<file path="src/rtl/rotate_amount_finder.sv">
// Recovers the rotation amount relating two words by testing one candidate per clock.
// The working copy of the reference is rotated in place until it matches the target or all amounts are exhausted.
module rotate_amount_finder #(
  parameter int N = 8
) (
  input  logic         clk,
  input  logic         rst_n,
  input  logic         start,
  input  logic [2**N-1:0] ref_data,
  input  logic [2**N-1:0] rot_data,
  input  logic         dir_lr,
  output logic         busy,
  output logic         done,
  output logic         found,
  output logic [N-1:0] amt
);

  localparam int WIDTH = 2**N;
  localparam logic [N-1:0] CNT_MAX = N'(WIDTH - 1);

  localparam logic [1:0] IDLE   = 2'd0;
  localparam logic [1:0] SEARCH = 2'd1;
  localparam logic [1:0] FINISH = 2'd2;

  logic [1:0]       state;
  logic [WIDTH-1:0] work;
  logic [WIDTH-1:0] target;
  logic [N-1:0]     cnt;
  logic             dir;
  logic [WIDTH-1:0] work_next;

  // One-step rotation of the working word in the captured direction
  always_comb begin
    work_next = work;
    if (dir) begin
      work_next = {work[WIDTH-2:0], work[WIDTH-1]};
    end else begin
      work_next = {work[0], work[WIDTH-1:1]};
    end
  end

  always_ff @(posedge clk or negedge rst_n) begin
    if (!rst_n) begin
      state  <= IDLE;
      work   <= '0;
      target <= '0;
      cnt    <= '0;
      dir    <= 1'b0;
      busy   <= 1'b0;
      done   <= 1'b0;
      found  <= 1'b0;
      amt    <= '0;
    end else begin
      case (state)
        IDLE: begin
          done <= 1'b0;
          if (start) begin
            work   <= ref_data;
            target <= rot_data;
            dir    <= dir_lr;
            cnt    <= '0;
            busy   <= 1'b1;
            state  <= SEARCH;
          end
        end
        SEARCH: begin
          // Match is tested before the exhaustion check so candidate WIDTH-1 still counts
          if (work == target) begin
            found <= 1'b1;
            amt   <= cnt;
            busy  <= 1'b0;
            done  <= 1'b1;
            state <= FINISH;
          end else if (cnt == CNT_MAX) begin
            found <= 1'b0;
            amt   <= '0;
            busy  <= 1'b0;
            done  <= 1'b1;
            state <= FINISH;
          end else begin
            work <= work_next;
            cnt  <= cnt + N'(1);
          end
        end
        FINISH: begin
          done  <= 1'b0;
          state <= IDLE;
        end
        default: begin
          busy  <= 1'b0;
          done  <= 1'b0;
          state <= IDLE;
        end
      endcase
    end
  end

endmodule
</file>
<file path="config.mk">
export PLATFORM = sky130hd
export DESIGN_NAME = rotate_amount_finder
export DESIGN_NICKNAME = d
export VERILOG_FILES = /design/src/rtl/rotate_amount_finder.sv
export SDC_FILE = /design/constraint.sdc
export NUM_CORES = 1
export LEC_CHECK = 0
export BUFFER_PORTS_ARGS = -buffer_cell sky130_fd_sc_hd__buf_2
export CAP_MARGIN = 20
export CORE_MARGIN = 2
export CORE_UTILIZATION = 42
export CTS_CLUSTER_SIZE = 16
export DETAILED_ROUTE_END_ITERATION = 7
export GPL_TIMING_DRIVEN = 0
export HOLD_SLACK_MARGIN = 0.03
export SYNTH_ARGS = -nofsm -noshare
export SYNTH_HDL_FRONTEND = slang
export SYNTH_SLANG_ARGS = --single-unit
</file>
<file path="constraint.sdc">
create_clock -name clk -period 4.24 [get_ports clk]
set_input_delay 0.212 -clock clk [delete_from_list [all_inputs] [get_ports clk]]
set_output_delay 0.212 -clock clk [all_outputs]
set_load 0.02 [all_outputs]
</file>
==> flow_metrics.py <==
metrics = {
    "setup_path": {
        "critPathLaunch": "work[35]$_DFFE_PN0P_",
        "path_max_fanout": 10,
        "crit_type": "register to register",
        "rr_startpoint": "work[35]$_DFFE_PN0P_",
        "worstSetupStartpointType": "register",
        "end_kind": "register",
        "worstPathArrival_ns": 4.61,
        "cp.required_ns": 4.73,
    },
    "route": {
        "drtIter0Drc": 2055,
        "ant_nets": 0,
        "drtPass1Iterations": 5,
        "via_count": 26179,
        "wl_per_cell_um": 23.8,
        "vias_per_cell": 5.30,
        "drc": 0,
        "wirelength_mm": 117,
    },
    "floorplanning": {
        "start_util_pct": 42.6,
        "fp.dieArea_mm2": 0.0705,
        "rows": 95,
        "ioPinCount": 527,
        "die_h_um": 266,
        "die_w_um": 266,
        "core_area_mm2": 0.0675,
    },
    "sta": {
        "fin_crit_ns": 4.11,
        "setup_viol": 0,
        "finalMaxSlewViolations": 0,
        "tightest_slew_ns": 1.18,
        "rsz0062_at_grt": "false",
        "finalCritPeriodShare_pct": 97.0,
        "hold_viol": 0,
        "tns_ns": 0,
        "fmax_ghz": 0.243,
        "skew_ns": 0.0258,
        "whs_ns": 0.0708,
        "maxSlewHeadroom_pct": 21.4,
    },
    "logic_synthesis": {
        "syn_avg_cell_area_um2": 9.88,
        "yosys_warnings": 0,
        "synth-edff-count": 0,
        "synthFlopType": "dfrtp_1",
        "synth_area_mm2": 0.0287,
        "ys_seq_area_share_pct": 46.5,
        "postSynthCellCount": 2908,
        "ys_ff_latch": 534,
        "async_reset_ff_share_pct": 100,
        "synth_nets": 3425,
        "ys_types": 38,
    },
    "global_route": {
        "grt_pass1_vias": 26990,
        "grt_pass1_wl_mm": 171,
        "antenna_found_initial": 8,
        "grt-ovfl-total": 0,
        "grt_max_degree": 116,
        "gr-usage-all-layers_pct": 32.8,
    },
    "placed_design": {
        "hpwlAfterDp_mm": 85.5,
        "io_buffers": 526,
        "post_dp_cell_area_mm2": 0.0326,
        "gp_congestion": 0.920,
    },
    "min_path": {
        "hold_start": "ref_data[16]",
        "hold_class": "input pin to register",
    },
    "clock_tree": {
        "root_buffer": "clkbuf_16",
        "cts_buffer_depth": 3,
        "clkTransAtPathRegs_ns": 0.06,
        "cts_max_level": 2,
        "clock_sinks": 534,
        "tritoncts": "yes",
        "cts_made_buffers": 60,
        "insertion_delay_ns": 0.63,
    },
    "layout": {
        "layout-drive-gt1-share_pct": 22.6,
        "final_area_mm2": 0.0398,
        "synthToLayoutAreaGrowth_pct": 38.6,
        "fin_nets": 4532,
    },
    "power_and_ir_drop": {
        "leakagePower_nw": 19.8,
        "p_total_mw": 24.3,
        "ir_worst_vdd_v": 0.000323,
        "power_density_mw_per_mm2": 610,
    },
    "job": {
        "drv_cap": 0,
    },
    "outcome": {
        "status": "completed",
    },
}
-- state kept, by name (all words and copies together), names as in the netlist --
signal,cells
done,1
dir,1
cnt,8
found,1
target,256
state,2
busy,1
work,256
amt,8
-- power breakdown --
group	total, mW	switching (mW)	internal (mW)
clock	5.51	2.23	3.28
combinational	9.41	4.90	4.51
sequential	9.37	2.33	7.04
-- cells by family after synthesis --
kind of cell,after synthesis,share of synthesized area [%]
AOI/OAI and AO/OA,275,5.04
xor gates and xnor gates,256,7.80
adders and majority gates,1,0.0435
buffers and inverters,180,2.98
DFF,534,46.5
muxes,513,21.6
and+or+nand+nor,1149,16.1
-- per-layer routing --
| metal | global-route usage [%] | vias up | share of wire (%) |
|---|---|---|---|
| li1 | - | 11923 | - |
| met1 | 44.0 | 12912 | 43 |
| met2 | 53.9 | 1062 | 47 |
| met3 | 3.93 | 274 | 5.4 |
| met4 | 14.0 | 8 | 4.5 |
| met5 | 0 | - | 0.039 |
-- layout by cell type (no fill, tap or decap), types with 4 or more instances in the layout --
| master | count |
|---|---|
| buf_1 | 17 |
| nor2_1 | 8 |
| nor4_2 | 4 |
| buf_8 | 4 |
| clkbuf_1 | 140 |
| mux2i_1 | 257 |
| nand3_1 | 5 |
| nand2_1 | 1032 |
| bufinv_16 | 6 |
| buf_2 | 525 |
| buf_16 | 4 |
| dfrtp_1 | 534 |
| nand4_1 | 16 |
| o21ai_0 | 256 |
| clkbuf_16 | 61 |
| nor4_1 | 64 |
| and3_1 | 5 |
| clkinv_2 | 12 |
| mux2_4 | 200 |
| mux2_1 | 7 |
| clkbuf_8 | 17 |
| buf_6 | 24 |
| mux2_2 | 49 |
| a22o_1 | 8 |
| dlygate4sd3_1 | 513 |
| inv_1 | 4 |
| nor3_1 | 6 |
| xor2_1 | 256 |
-- through the flow --
| step | worst slack, ns | std cells | util (%) |
|---|---|---|---|
| after floorplan | 1.75 | 2908 | - |
| after global placement | -8.68 | 4307 | 48.1 |
| after detailed placement | -0.226 | 4314 | 48.3 |
| after CTS | 0.0958 | 4936 | 59.0 |
| after global routing | 0.0462 | 4937 | 59.0 |
| final | 0.127 | 4938 | 59.0 |
-- path summary, 6_finish.rpt --
check | slack, ns | to | depth (start not counted)
setup reg to reg | 0.13 | work[254]$_DFFE_PN0P_ | 9
min in group asynchronous | 0.23 | work[171]$_DFFE_PN0P_ | 2
setup / recovery | 0.13 | work[254]$_DFFE_PN0P_ | 9
hold reg to reg | 0.49 | target[60]$_DFFE_PN0P_ | 2
max in group asynchronous | 2.34 | work[68]$_DFFE_PN0P_ | 4
hold / removal | 0.07 | work[16]$_DFFE_PN0P_ | 4
-- critical path: stages (launching register included) --
cell	delay (ns)
dfrtp_1	0.43
xor2_1	0.25
nor4_1	0.87
nand4_1	0.30
nor4_2	0.50
nand4_2	0.31
a21oi_4	0.32
inv_2	0.19
buf_1	0.40
mux2_2	0.40
-- cell usage after synthesis, types with 2 or more instances --
cell | n | share of area [%]
nand2_1 | 1032 | 13
and4_1 | 2 | 0.061
dfrtp_1 | 534 | 46
inv_1 | 4 | 0.052
a22o_1 | 8 | 0.24
nor4_1 | 64 | 1.4
mux2_1 | 7 | 0.27
mux2i_1 | 257 | 9.0
mux2_4 | 200 | 10
buf_6 | 24 | 0.94
a211o_1 | 3 | 0.091
nor4_2 | 4 | 0.17
nor3_1 | 6 | 0.10
xor2_1 | 256 | 7.8
and3_1 | 5 | 0.11
nand4_1 | 16 | 0.35
a221o_1 | 2 | 0.070
buf_1 | 17 | 0.22
o21ai_0 | 256 | 4.5
clkbuf_1 | 134 | 1.8
nor2_1 | 8 | 0.10
nand3_1 | 5 | 0.087
mux2_2 | 49 | 1.9
-- repair_timing --
item | in CTS | in global routing
endpoints found under the setup margin | 85 | 29
hold buffers | 513 | 0
hold endpoints to repair | 615 | 0
setup buffers | 0 | 0
gates resized for setup | 1 | 0
-- cell type report --
class / count / area [µm²]
inverter: 5 / 18.8
tap: 873 / 1090
fill: 5627 / 27700
timing repair buffer: 1046 / 7930
sequential: 534 / 13400
multi-input combinational: 2194 / 14500
buffer: 174 / 836
clock buffer: 87 / 1790
clock inverter: 22 / 274
antenna: 3 / 7.51
No activity file was read; power rests on OpenSTA's default activity.
